<file path="src/rtl/fifo_rd_sched_if.sv">
// Read-side FIFO bus: synchronized write pointer and consumer requests in,
// grants, memory read controls, status and read-data tagging out.
interface fifo_rd_sched_if #(
  parameter int ADRRSIZE = 3,
  parameter int IDW      = 2
);
  localparam int NREQ = 1 << IDW;

  logic [ADRRSIZE:0]   rq2_wptr;
  logic [NREQ-1:0]     req;
  logic [NREQ-1:0]     grant;
  logic                rinc;
  logic [ADRRSIZE-1:0] raddr;
  logic [ADRRSIZE:0]   rptr_gray;
  logic                rempty;
  logic [ADRRSIZE:0]   level;
  logic                rvalid;
  logic [IDW-1:0]      rvld_id;

  modport slave (
    input  rq2_wptr, req,
    output grant, rinc, raddr, rptr_gray, rempty, level, rvalid, rvld_id
  );

  modport master (
    output rq2_wptr, req,
    input  grant, rinc, raddr, rptr_gray, rempty, level, rvalid, rvld_id
  );
endinterface

</file>
<file path="src/rtl/fifo_rd_sched.sv">
// Async FIFO read-side controller: round-robin arbiter with bounded bursts,
// read pointer ownership, empty/occupancy tracking and read-data tagging.
//
// state | meaning
// IDLE  | no grant; pick next requester round-robin once data is present
// SERVE | grant held for cur; one read per cycle while req[cur] and data remain
module fifo_rd_sched #(
  parameter int ADRRSIZE = 3,
  parameter int IDW      = 2,
  parameter int BURST    = 2
) (
  input  logic            rclk,
  input  logic            rrst,
  fifo_rd_sched_if.slave  rd
);
  localparam int NREQ = 1 << IDW;
  localparam int PW   = ADRRSIZE + 1;
  localparam int CW   = (BURST > 1) ? $clog2(BURST + 1) : 1;

  typedef enum logic {IDLE, SERVE} state_t;

  state_t            state_q;
  logic [PW-1:0]     rbin_q;
  logic [PW-1:0]     rbin_d;
  logic [PW-1:0]     rgray_q;
  logic [PW-1:0]     rgray_d;
  logic              rempty_q;
  logic [NREQ-1:0]   grant_q;
  logic [IDW-1:0]    cur_q;
  logic [IDW-1:0]    rr_ptr_q;
  logic [CW-1:0]     burst_cnt_q;
  logic              rvalid_q;
  logic [IDW-1:0]    rvld_id_q;

  logic [PW-1:0]     wbin;
  logic [IDW-1:0]    pick;
  logic [IDW-1:0]    idx;
  logic              pick_vld;
  logic              rinc;
  logic              burst_last;

  always_comb begin
    wbin = '0;
    wbin[PW-1] = rd.rq2_wptr[PW-1];
    for (int i = PW - 2; i >= 0; i--) begin
      wbin[i] = wbin[i+1] ^ rd.rq2_wptr[i];
    end
  end

  // Search starts at rr_ptr and wraps naturally in IDW bits.
  always_comb begin
    pick     = '0;
    pick_vld = 1'b0;
    idx      = '0;
    for (int k = 0; k < NREQ; k++) begin
      idx = rr_ptr_q + IDW'(k);
      if (!pick_vld && rd.req[idx]) begin
        pick     = idx;
        pick_vld = 1'b1;
      end
    end
  end

  assign rinc       = (state_q == SERVE) && rd.req[cur_q] && !rempty_q;
  assign burst_last = (burst_cnt_q == CW'(BURST - 1));
  assign rbin_d     = rbin_q + PW'(rinc);
  assign rgray_d    = rbin_d ^ (rbin_d >> 1);

  always_ff @(posedge rclk) begin
    if (rrst) begin
      state_q     <= IDLE;
      rbin_q      <= '0;
      rgray_q     <= '0;
      rempty_q    <= 1'b1;
      grant_q     <= '0;
      cur_q       <= '0;
      rr_ptr_q    <= '0;
      burst_cnt_q <= '0;
      rvalid_q    <= 1'b0;
      rvld_id_q   <= '0;
    end else begin
      rbin_q   <= rbin_d;
      rgray_q  <= rgray_d;
      rempty_q <= (rgray_d == rd.rq2_wptr);
      rvalid_q <= rinc;
      if (rinc) rvld_id_q <= cur_q;

      case (state_q)
        IDLE: begin
          grant_q     <= '0;
          burst_cnt_q <= '0;
          if (!rempty_q && pick_vld) begin
            cur_q   <= pick;
            grant_q <= NREQ'(1) << pick;
            state_q <= SERVE;
          end
        end
        SERVE: begin
          // A stall on empty keeps the grant: nobody else could read either.
          if (!rd.req[cur_q] || (rinc && burst_last)) begin
            state_q     <= IDLE;
            grant_q     <= '0;
            rr_ptr_q    <= cur_q + IDW'(1);
            burst_cnt_q <= '0;
          end else if (rinc) begin
            burst_cnt_q <= burst_cnt_q + CW'(1);
          end
        end
        default: begin
          state_q <= IDLE;
          grant_q <= '0;
        end
      endcase
    end
  end

  assign rd.grant     = grant_q;
  assign rd.rinc      = rinc;
  assign rd.raddr     = rbin_q[ADRRSIZE-1:0];
  assign rd.rptr_gray = rgray_q;
  assign rd.rempty    = rempty_q;
  assign rd.level     = wbin - rbin_q;
  assign rd.rvalid    = rvalid_q;
  assign rd.rvld_id   = rvld_id_q;

  a_no_underflow: assert property (@(posedge rclk) disable iff (rrst)
    rinc |-> !rempty_q);
  a_grant_onehot: assert property (@(posedge rclk) disable iff (rrst)
    $onehot0(grant_q));
  a_rinc_granted: assert property (@(posedge rclk) disable iff (rrst)
    rinc |-> grant_q[cur_q]);
endmodule

</file>
<file path="src/flat_wrapper.sv">
// flat-port wrapper written by rule: the top's interface ports become plain ports
module fifo_rd_sched_flat 
#(
  parameter int ADRRSIZE = 3,
  parameter int IDW      = 2,
  parameter int BURST    = 2
)
  (rclk, rrst, rd_rq2_wptr, rd_req, rd_grant, rd_rinc, rd_raddr, rd_rptr_gray, rd_rempty, rd_level, rd_rvalid, rd_rvld_id);
  fifo_rd_sched_if #(.ADRRSIZE(ADRRSIZE), .IDW(IDW)) rd_i ();
  input  logic rclk;
  input  logic rrst;
  input wire logic [$bits(rd_i.rq2_wptr)-1:0] rd_rq2_wptr;
  input wire logic [$bits(rd_i.req)-1:0] rd_req;
  output wire logic [$bits(rd_i.grant)-1:0] rd_grant;
  output wire logic [$bits(rd_i.rinc)-1:0] rd_rinc;
  output wire logic [$bits(rd_i.raddr)-1:0] rd_raddr;
  output wire logic [$bits(rd_i.rptr_gray)-1:0] rd_rptr_gray;
  output wire logic [$bits(rd_i.rempty)-1:0] rd_rempty;
  output wire logic [$bits(rd_i.level)-1:0] rd_level;
  output wire logic [$bits(rd_i.rvalid)-1:0] rd_rvalid;
  output wire logic [$bits(rd_i.rvld_id)-1:0] rd_rvld_id;
  assign rd_i.rq2_wptr = rd_rq2_wptr;
  assign rd_i.req = rd_req;
  assign rd_grant = rd_i.grant;
  assign rd_rinc = rd_i.rinc;
  assign rd_raddr = rd_i.raddr;
  assign rd_rptr_gray = rd_i.rptr_gray;
  assign rd_rempty = rd_i.rempty;
  assign rd_level = rd_i.level;
  assign rd_rvalid = rd_i.rvalid;
  assign rd_rvld_id = rd_i.rvld_id;
  fifo_rd_sched #(.ADRRSIZE(ADRRSIZE), .IDW(IDW), .BURST(BURST)) u_core (.rclk(rclk), .rrst(rrst), .rd(rd_i));
endmodule
</file>
<file path="config.mk">
export PLATFORM = sky130hd
export DESIGN_NAME = fifo_rd_sched_flat
export DESIGN_NICKNAME = d
export VERILOG_FILES = /design/src/rtl/fifo_rd_sched_if.sv /design/src/rtl/fifo_rd_sched.sv /design/src/flat_wrapper.sv
export SDC_FILE = /design/constraint.sdc
export NUM_CORES = 1
export LEC_CHECK = 0
export ABC_AREA = 1
export BUFFER_PORTS_ARGS = -buffer_cell sky130_fd_sc_hd__buf_4
export CAP_MARGIN = 10
export CORE_MARGIN = 2
export CORE_UTILIZATION = 50
export DETAILED_ROUTE_END_ITERATION = 12
export GPL_ROUTABILITY_DRIVEN = 0
export GPL_TIMING_DRIVEN = 1
export PLACE_DENSITY_LB_ADDON = 0.12
export SETUP_SLACK_MARGIN = 0.02
export SKIP_LAST_GASP = 1
export SLEW_MARGIN = 20
export SYNTH_ARGS = -nofsm -noshare
export SYNTH_HDL_FRONTEND = slang
export SYNTH_SLANG_ARGS = --single-unit
</file>
<file path="constraint.sdc">
create_clock -name rclk -period 2.6 [get_ports rclk]
set_input_delay 0.13 -clock rclk [delete_from_list [all_inputs] [get_ports rclk]]
set_output_delay 0.13 -clock rclk [all_outputs]
set_load 0.01 [all_outputs]
</file>
==> results.tsv, run 1 <==
stage	metric	value	unit
worst_setup_path	slowest_stage	dfxtp_1	
sta	fmax	426	MHz
synthesis	synth_edf_count	0	
drt	drc	0	
grt	grt_max_degree	18	
clocking	cts_resized	0	
worst_setup_path	regToRegSetupSlack	250	ps
power	p_per_area	596	nW/µm²
run	max_cap_viol_count	0	
cells_and_area	multiInputGateArea	769	µm²
power	vdd_drop_max	0.000371	V
worst_setup_path	critPathLaunch	u_core.cur_q[0]	
clocking	clock_sinks	22	
drt	drt_iter0_markers	33	
cells_and_area	regArea	440	µm²
placement	portBuffers	29	
die	initial_core_util	0.534	
worst_setup_path	worstSetupEndpointType	register	
sta	hold_violations	0	
drt	dr.pass1.iters	5	
worst_setup_path	critPathLaunchType	register	
grt	grt_use_total	0.192	
synthesis	synth_top_area_frac	0.330	
min_path	hold_path_class	input port to register	
worst_setup_path	critPathKind	register to register	
synthesis	ys_top_cells_by_count	nand2_1 (35), dfxtp_1 (22), inv_1 (22)	
sta	rsz0062_at_grt	no	
cells_and_area	area_growth_syn_to_layout	21.6	%
sta	tightest_slew	400	ps
power	p_leak	0.000772	µW
clocking	ctsHtreeMaxLevel	1	
worst_setup_path	path_max_fanout	7	
cells_and_area	num-fill-cells	205	
worst_setup_path	critPathMaxStageDelay	440	ps
synthesis	ys_warn_count	0	
outcome	status	complete, no violations	
grt	use_met3	0.0233	
grt	grt_pass1_wl	4.93	mm
clocking	clock_path_buffers	2	
cells_and_area	diodes	0	
die	die_h	55.7	µm
synthesis	synth_fp_nets	200	
synthesis	ys_seq_area_frac	0.330	
synthesis	synth_seq_cells	22	
min_path	min-delay-start	rrst	
drt	finalWirelength	2.87	mm
placement	post-dp-hpwl	2.28	mm
sta	setup_tns	0	ps
drt	drtAntennaViolNets	0	
synthesis	synthArstFlopShare	0	
clocking	cts_root_buf	clkbuf_4	
worst_setup_path	critPathBufInv	2	
sta	drv_slew	0	
grt	use_met1	0.209	
placement	place_ws	289	ps
synthesis	avgSynthCellArea	7.30	µm²
clocking	post-cts-setup-buffers	0	
synthesis	syn_inst	183	
sta	setup_slack	254	ps
die	core_area	2500	µm²
die	rows	18	
worst_setup_path	arrival	2600	ps
clocking	clk_pin_slew	130	ps
synthesis	synth_ff_type	dfxtp_1	
synthesis	synth.area.top_cells	dfxtp_1 (33%), nand2_1 (9.8%), inv_1 (6.2%)	
synthesis	netlist_area	1340	µm²
grt	global_route.usage.met2	0.352	
clocking	cts_buffers	3	
die	die_w	55.7	µm
grt	grt_antenna_before_repair	0	
power	power	967	µW
drt	via_per_inst	5.05	
die	boundaryPins	30	
die	die_area	3100	µm²
sta	period_needed	2350	ps
worst_setup_path	worstPathCellList	inv_2 -> nor2_1 -> o21ai_2 -> nand3_2 -> inv_2 -> ha_1 -> ha_1 -> xnor2_1 -> xor2_1 -> nand2_1 -> a21oi_1 -> o21ai_0 -> o21ai_0	
sta	skew	1.90	ps
worst_setup_path	reg2reg_from	u_core.cur_q[0]	
cells_and_area	layout-drive-gt1-share	0.286	
sta	finalCritPeriodShare	0.902	
synthesis	synth_cell_types	27	
clocking	cts_tree	built	
synthesis	yosysMostFrequentCell	nand2_1	
grt	grt_pass1_vias	1256	
worst_setup_path	cp_top_family	adder cells	
sta	finalSetupViolations	0	
grt	overflow	0	
sta	relSlewSlack	0.733	
drt	wl_per_cell	11.8	µm
clocking	holdBufCountCts	0	
cells_and_area	nNetsFinal	231	
clocking	insertion_delay	310	ps
grt	top_usage_layer	met2	
drt	vias	1228	
worst_setup_path	crit_required	2850	ps
synthesis	yosys.area.top_type	dfxtp_1	
power breakdown:
group,switching [µW],internal [µW],leakage [µW]
clock network,111,156,0.0000279
logic,192,124,0.000566
registers,24.0,360,0.000179
total,327,640,0.000772
layer usage:
layer | wire, µm | share of wire
met4 | 72 | 0.025
met2 | 1470 | 0.51
met1 | 1240 | 0.43
met3 | 83 | 0.029
met5 | 0 | 0
worst paths after layout:
check | to | cells past startpoint
setup / recovery | u_core.rd.rempty | 13
hold / removal | u_core.rd.grant[3] | 2
setup reg to reg | u_core.rd.rempty | 13
hold reg to reg | u_core.rd.grant[0] | 2
layout make-up:
type | instances | area share
clock buffers | 3 | 0.0139
well taps | 30 | 0.0231
repair buffers | 29 | 0.134
clock inverters | 1 | 0.0185
multi-input cells | 131 | 0.474
inverters | 27 | 0.0655
flip-flops and latches | 22 | 0.271
state kept, by name (all words and copies together) (netlist names):
name and flops:
u_core.rd.grant 4, u_core.rd.rvalid 1, u_core.rr_ptr_q 2, u_core.burst_cnt_q 2, u_core.rd.rvld_id 2, u_core.cur_q 2, u_core.state_q 1, u_core.rbin_q 3
u_core.rd.rptr_gray 4, u_core.rd.rempty 1
stage by stage:
stage / cells / utilization / area, µm² / hold WS, ps
global route: 243 / 0.650 / 1620 / 87.3
finish: 243 / 0.650 / 1620 / 95.3
CTS: 243 / 0.650 / 1620 / 81.8
global placement: 239 / 0.629 / 1570 / 429
detailed placement: 239 / 0.629 / 1570 / 432
floorplan: 183 / - / 1340 / 321
logic make-up after synthesis:
kind of cell,after synthesis,share of synthesized area
AND/OR/NAND/NOR,80,0.280
XOR/XNOR,15,0.0984
AO/OA/AOI/OAI,29,0.127
buffers and inverters,30,0.0937
adder cells (fa/ha/maj),7,0.0712
flip-flops,22,0.330
placed cells by master (no fill, tap or decap), types with 3 or more instances in the layout:
cell type / count
nand2_1: 35
buf_4: 29
inv_1: 22
dfxtp_1: 22
nor2_1: 16
nand2_2: 13
a21oi_1: 12
xor2_1: 8
nand3_1: 8
xnor2_1: 7
ha_1: 6
o21ai_1: 5
inv_2: 4
a21oi_2: 4
o21ai_0: 4
clkbuf_4: 3
Power figures use the tool's default switching activity.
==> inputs of run 2 (changes only) <==
--- a/config.mk
+++ b/config.mk
@@ -20,3 +20,4 @@
 export SYNTH_ARGS = -nofsm -noshare
 export SYNTH_HDL_FRONTEND = slang
 export SYNTH_SLANG_ARGS = --single-unit
+export TNS_END_PERCENT = 1
==> constraint.sdc (replaced) <==
create_clock -name rclk -period 2.6 [get_ports rclk]
set_input_delay 0.52 -clock rclk [delete_from_list [all_inputs] [get_ports rclk]]
set_output_delay 0.52 -clock rclk [all_outputs]
set_load 0.01 [all_outputs]
==> run 2 against run 1 <==
Net effect: clock power about the same; non-clock buffer count increased by 8; sequential power about the same; count of clock-buffer cells in the layout unchanged; combinational power increased by 8.2%; core utilization increased by 4.3 points; die area unchanged; final area increased by 6.5%; clock skew increased by 4.2 ps; fmax decreased by 7.4%; register-to-register slack got worse by 100 ps; first-iteration DRC count increased by 6.1%; highest routed layer unchanged.
==> results.tsv, run 2 (same netlist as run 1, synthesis figures left out) <==
stage	metric	value	unit	change
worst_setup_path	path_max_fanout	3		was 7
cells_and_area	nNetsFinal	239		was 231
worst_setup_path	r2r_cells	15		was 13
grt	grt_pass1_wl	5.15	mm	was 4.93 mm
worst_setup_path	worstSetupEndpointType	output port		was register
clocking	ctsHtreeMaxLevel	1		unchanged
die	die_w	55.7	µm	unchanged
sta	hold-worst-slack	479	ps	was 95.3 ps
sta	period_needed	2530	ps	was 2350 ps
min_path	hold_path_class	input port to register		unchanged
drt	finalWirelength	3.17	mm	was 2.87 mm
clocking	cts_tree	built		unchanged
drt	via_per_inst	5.05		about the same
sta	tightest_slew	399	ps	was 400 ps
clocking	clk_pin_slew	130	ps	about the same
clocking	clock_path_buffers	2		unchanged
drt	wl_per_cell	12.6	µm	was 11.8 µm
drt	dr.pass1.iters	4		was 5
sta	drv_slew	0		unchanged
worst_setup_path	reg2reg_from	u_core.cur_q[0]		unchanged
cells_and_area	layout-drive-gt1-share	0.335		was 0.286
worst_setup_path	crit_required	2080	ps	was 2850 ps
grt	overflow	0		unchanged
sta	skew	6.10	ps	was 1.90 ps
die	core_area	2500	µm²	unchanged
cells_and_area	area_growth_syn_to_layout	29.6	%	was 21.6%
drt	vias	1268		was 1228
sta	fmax	395	MHz	was 426 MHz
drt	drtAntennaViolNets	0		unchanged
die	die_h	55.7	µm	unchanged
power	p_leak	0.000818	µW	was 0.000772 µW
die	die_area	3100	µm²	unchanged
placement	place_ws	-40.7	ps	was 289 ps
clocking	clock_sinks	22		unchanged
sta	setup_slack	65.5	ps	was 254 ps
clocking	cts_root_buf	clkbuf_4		unchanged
cells_and_area	layout_commonest_cell	nand2_1		unchanged
sta	hold_violations	0		unchanged
worst_setup_path	critPathLaunch	rd_rq2_wptr[2]		was u_core.cur_q[0]
sta	finalSetupViolations	0		unchanged
power	vdd_drop_max	0.000428	V	was 0.000371 V
sta	rsz0062_at_grt	yes		was no
die	boundaryPins	30		unchanged
grt	grt_pass1_vias	1238		was 1256
placement	post-dp-hpwl	2.41	mm	was 2.28 mm
outcome	status	complete, no violations		unchanged
sta	relSlewSlack	0.733		about the same
die	initial_core_util	0.534		unchanged
min_path	min_delay_path_depth	2		unchanged
placement	portBuffers	29		unchanged
power	p_per_area	575	nW/µm²	was 596 nW/µm²
min_path	min-delay-start	rrst		unchanged
sta	finalCritPeriodShare	0.975		was 0.902
cells_and_area	diodes	0		unchanged
grt	grt_use_total	0.206		was 0.192
cells_and_area	num-fill-cells	217		was 205
grt	grt_max_degree	18		unchanged
die	rows	18		unchanged
drt	drc	0		unchanged
run	max_cap_viol_count	0		unchanged
worst_setup_path	critPathKind	input port to output port		was register to register
power	power	995	µW	was 967 µW
clocking	insertion_delay	320	ps	was 310 ps
worst_setup_path	critPathLaunchType	input port		was register
drt	drt_iter0_markers	35		was 33
clocking	cts_buffers	3		unchanged
cells_and_area	final_cell_mix	nand2_1 (35), buf_4 (34), dfxtp_1 (22)		was nand2_1 (35), buf_4 (29), inv_1 (22), dfxtp_1 (22), nor2_1 (16)
worst_setup_path	regToRegSetupSlack	150	ps	was 250 ps
worst_setup_path	arrival	2010	ps	was 2600 ps
grt	grt_antenna_before_repair	0		unchanged
-- run 2: changes by cell type in the layout (fill, tap and decap cells not counted), sizes merged --
| cell | delta |
|---|---|
| buf | +8 |
-- run 2: repair_timing --
| item | in CTS | in global routing |
|---|---|---|
| buffers inserted | 1 | 2 |
| pin swaps | 2 | 4 |
| hold buffers | 0 | 0 |
| gates resized for setup | 1 | 9 |
| setup endpoints to repair | 2 | 4 |
| endpoints found under the hold margin | 0 | 0 |
-- run 2: final cells by class --
type / instances / area (µm²) / area share
Clock inverter: 1 / 30.0 / 0.0174
Clock buffer: 3 / 22.5 / 0.0130
Multi-Input combinational cell: 131 / 801 / 0.463
Timing Repair Buffer: 37 / 293 / 0.169
Tap cell: 30 / 37.5 / 0.0217
Sequential cell: 22 / 440 / 0.255
Inverter: 27 / 106 / 0.0615
-- run 2: metal layers --
| layer | wire length [µm] | up-vias | global-route usage |
|---|---|---|---|
| li1 | - | 650 | - |
| met1 | 1290 | 586 | 0.218 |
| met2 | 1720 | 27 | 0.395 |
| met3 | 107 | 5 | 0.0372 |
| met4 | 45 | 0 | 0.0871 |
| met5 | 0 | - | 0 |
-- run 2: worst max-delay path, stage by stage --
cell and delay [ps]:
buf_8 110, xor2_4 180, buf_4 130, buf_4 120, buf_4 120, ha_1 310, a21oi_1 160, nand2_1 80
xor2_1 140, buf_4 150
-- run 2: where the power goes --
part / internal (µW) / switching (µW)
Sequential: 360 / 25.1
Combinational: 142 / 201
Clock: 156 / 111
-- run 2: path summary, 6_finish.rpt --
kind                                           end
worst min-delay path            u_core.rd.grant[2]
worst max register to register    u_core.rd.rempty
worst min register to register  u_core.rd.grant[0]
worst max-delay path                   rd_level[3]
-- run 2: stage by stage --
step                      cell area, µm²  setup TNS (ps)   util  instances
after floorplan                     1340               0      -        183
final                               1730               0  0.692        251
after CTS                           1680               0  0.671        249
after global routing                1730               0  0.692        251
after global placement              1610               0  0.644        244
after detailed placement            1610           -80.3  0.644        244
==> inputs of run 3 (changes only) <==
--- a/config.mk
+++ b/config.mk
@@ -13,7 +13,7 @@
 export DETAILED_ROUTE_END_ITERATION = 12
 export GPL_ROUTABILITY_DRIVEN = 0
 export GPL_TIMING_DRIVEN = 1
-export PLACE_DENSITY_LB_ADDON = 0.12
+export PLACE_DENSITY = 0.75
 export SETUP_SLACK_MARGIN = 0.02
 export SKIP_LAST_GASP = 1
 export SLEW_MARGIN = 20
==> run 3 against run 2 <==
Net effect: setup slack got worse by 21 ps; first-iteration DRC count rose by 43%; power fell by 13%; wire length fell by 7.5%; global-route usage fell by 1.5 points; sequential power barely moved; critical path depth fell by 1; sequential cell count did not move; die area did not move; core utilization fell by 2.1 points.
==> results.tsv, run 3 (same netlist as run 1, synthesis figures left out) <==
stage	metric	value	unit	change
sta	skew	2.78	ps	was 6.10 ps
cells_and_area	fin_cells	247		was 251
drt	finalWirelength	2.93	mm	was 3.17 mm
min_path	hold_path_class	register to register		was input port to register
clocking	clk_pin_slew	110	ps	was 130 ps
drt	vias	1286		was 1268
grt	grt_pass1_vias	1202		was 1238
worst_setup_path	r2r-end	u_core.rd.rempty		unchanged
drt	via_per_inst	5.21		was 5.05
cells_and_area	final_cell_mix	nand2_1 (35), buf_4 (31), dfxtp_1 (22)		was nand2_1 (35), buf_4 (34), dfxtp_1 (22)
worst_setup_path	critPathLaunchType	input port		unchanged
grt	grt_use_total	0.191		was 0.206
die	core_area	2500	µm²	unchanged
cells_and_area	regArea	440	µm²	unchanged
sta	tightest_slew	396	ps	was 399 ps
drt	drt_iter0_markers	50		was 35
worst_setup_path	path_max_fanout	2		was 3
clocking	cts_tree	built		unchanged
worst_setup_path	crit_required	2080	ps	about the same
sta	drv_slew	0		unchanged
die	die_w	55.7	µm	unchanged
drt	wirelength_met1	1.25	mm	was 1.29 mm
cells_and_area	area_growth_syn_to_layout	25.7	%	was 29.6%
clocking	ctsHtreeMaxLevel	1		unchanged
cells_and_area	layout-drive-gt1-share	0.323		was 0.335
placement	dp.cells	242		was 244
worst_setup_path	critPathCapture	rd_level[1]		was rd_level[3]
outcome	status	complete, no violations		unchanged
sta	rsz0062_at_grt	yes		unchanged
drt	dr.pass1.iters	4		unchanged
clocking	clock_sinks	22		unchanged
sta	finalSetupViolations	0		unchanged
drt	route.met2.wl	1.52	mm	was 1.72 mm
sta	setup_slack	44.3	ps	was 65.5 ps
drt	met3_wirelength	116	µm	was 107 µm
clocking	clock_path_buffers	2		unchanged
sta	fmax	391	MHz	was 395 MHz
placement	place_ws	-61.3	ps	was -40.7 ps
grt	grt_pass1_wl	4.91	mm	was 5.15 mm
worst_setup_path	regToRegSetupSlack	270	ps	was 150 ps
worst_setup_path	r2r_cells	15		unchanged
placement	portBuffers	29		unchanged
power	vdd_drop_max	0.000388	V	was 0.000428 V
sta	period_needed	2560	ps	was 2530 ps
grt	grt_max_degree	18		unchanged
sta	hold_violations	0		unchanged
cells_and_area	num-fill-cells	210		was 217
cells_and_area	layout_commonest_cell	nand2_1		unchanged
cells_and_area	diodes	0		unchanged
drt	drc	0		unchanged
clocking	cts_root_buf	clkbuf_4		unchanged
placement	post-dp-hpwl	2.29	mm	was 2.41 mm
die	rows	18		unchanged
grt	grt_antenna_before_repair	0		unchanged
clocking	insertion_delay	290	ps	was 320 ps
die	boundaryPins	30		unchanged
cells_and_area	nNetsFinal	236		was 239
die	initial_core_util	0.534		unchanged
drt	drtAntennaViolNets	0		unchanged
drt	wl_per_cell	11.9	µm	was 12.6 µm
die	die_area	3100	µm²	unchanged
worst_setup_path	arrival	2040	ps	was 2010 ps
cells_and_area	multiInputGateArea	801	µm²	unchanged
worst_setup_path	reg2reg_from	u_core.cur_q[0]		unchanged
drt	top_layer	met4		unchanged
worst_setup_path	critPathKind	input port to output port		unchanged
worst_setup_path	critPathLaunch	rd_rq2_wptr[2]		unchanged
run	max_cap_viol_count	0		unchanged
die	die_h	55.7	µm	unchanged
sta	relSlewSlack	0.736		was 0.733
power	p_per_area	518	nW/µm²	was 575 nW/µm²
sta	finalCritPeriodShare	0.983		was 0.975
clocking	cts_buffers	3		unchanged
grt	overflow	0		unchanged
power	p_leak	0.000790	µW	was 0.000818 µW
worst_setup_path	worstSetupEndpointType	output port		unchanged
run 3: area by class of cell:
class | count | area share
multi-input combinational | 131 | 0.477
sequential | 22 | 0.262
timing repair buffer | 34 | 0.161
inverter | 27 | 0.0634
tap | 30 | 0.0224
clock buffer | 3 | 0.0134
run 3: stage by stage:
| step | hold WS, ps | util | power (µW) | setup TNS [ps] | instance area, µm² |
|---|---|---|---|---|---|
| after floorplan | 469 | - | 616 | 0 | 1340 |
| after global placement | 456 | 0.638 | 697 | 0 | 1590 |
| after detailed placement | 462 | 0.638 | 712 | -105 | 1590 |
| after CTS | 479 | 0.655 | 865 | 0 | 1640 |
| after global routing | 510 | 0.671 | 936 | -76.9 | 1680 |
| final | 477 | 0.671 | 869 | 0 | 1680 |
run 3: critical path: stages:
cell and delay (ps):
buf_8 110, xor2_4 180, xor2_2 160, xnor2_1 140
inv_1 60, ha_2 160, inv_2 40, fa_2 560
buf_6 100
run 3: how the worst min path moves through the flow:
stage                                from               endpoint  slack, ps  cells past startpoint
floorplan           u_core.burst_cnt_q[0]  u_core.burst_cnt_q[0]        470                      1
global placement       u_core.rd.grant[0]     u_core.rd.grant[0]        460                      2
detailed placement     u_core.rd.grant[0]     u_core.rd.grant[0]        460                      2
CTS                    u_core.rd.grant[0]     u_core.rd.grant[0]        480                      2
global route           u_core.rd.grant[1]     u_core.rd.grant[1]        510                      2
finish                 u_core.rd.grant[0]     u_core.rd.grant[0]        480                      2
run 3: timing repair:
action / 4_1_cts / 5_1_grt
setup endpoints to repair: 2 / 3
gates resized for setup: 4 / 6
pin swaps: 3 / 4
hold buffers: 0 / 0
endpoints found under the hold margin: 0 / 0
setup buffers: 1 / 1
run 3: per-layer routing:
metal	vias up	global-route usage
li1	647	-
met1	599	0.222
met2	32	0.350
met3	8	0.0349
met4	0	0.0592
met5	-	0
run 3: power breakdown:
part | internal, µW | switching, µW
Clock | 53.9 | 91.7
Sequential | 360 | 24.2
Combinational | 139 | 200
Total | 553 | 316
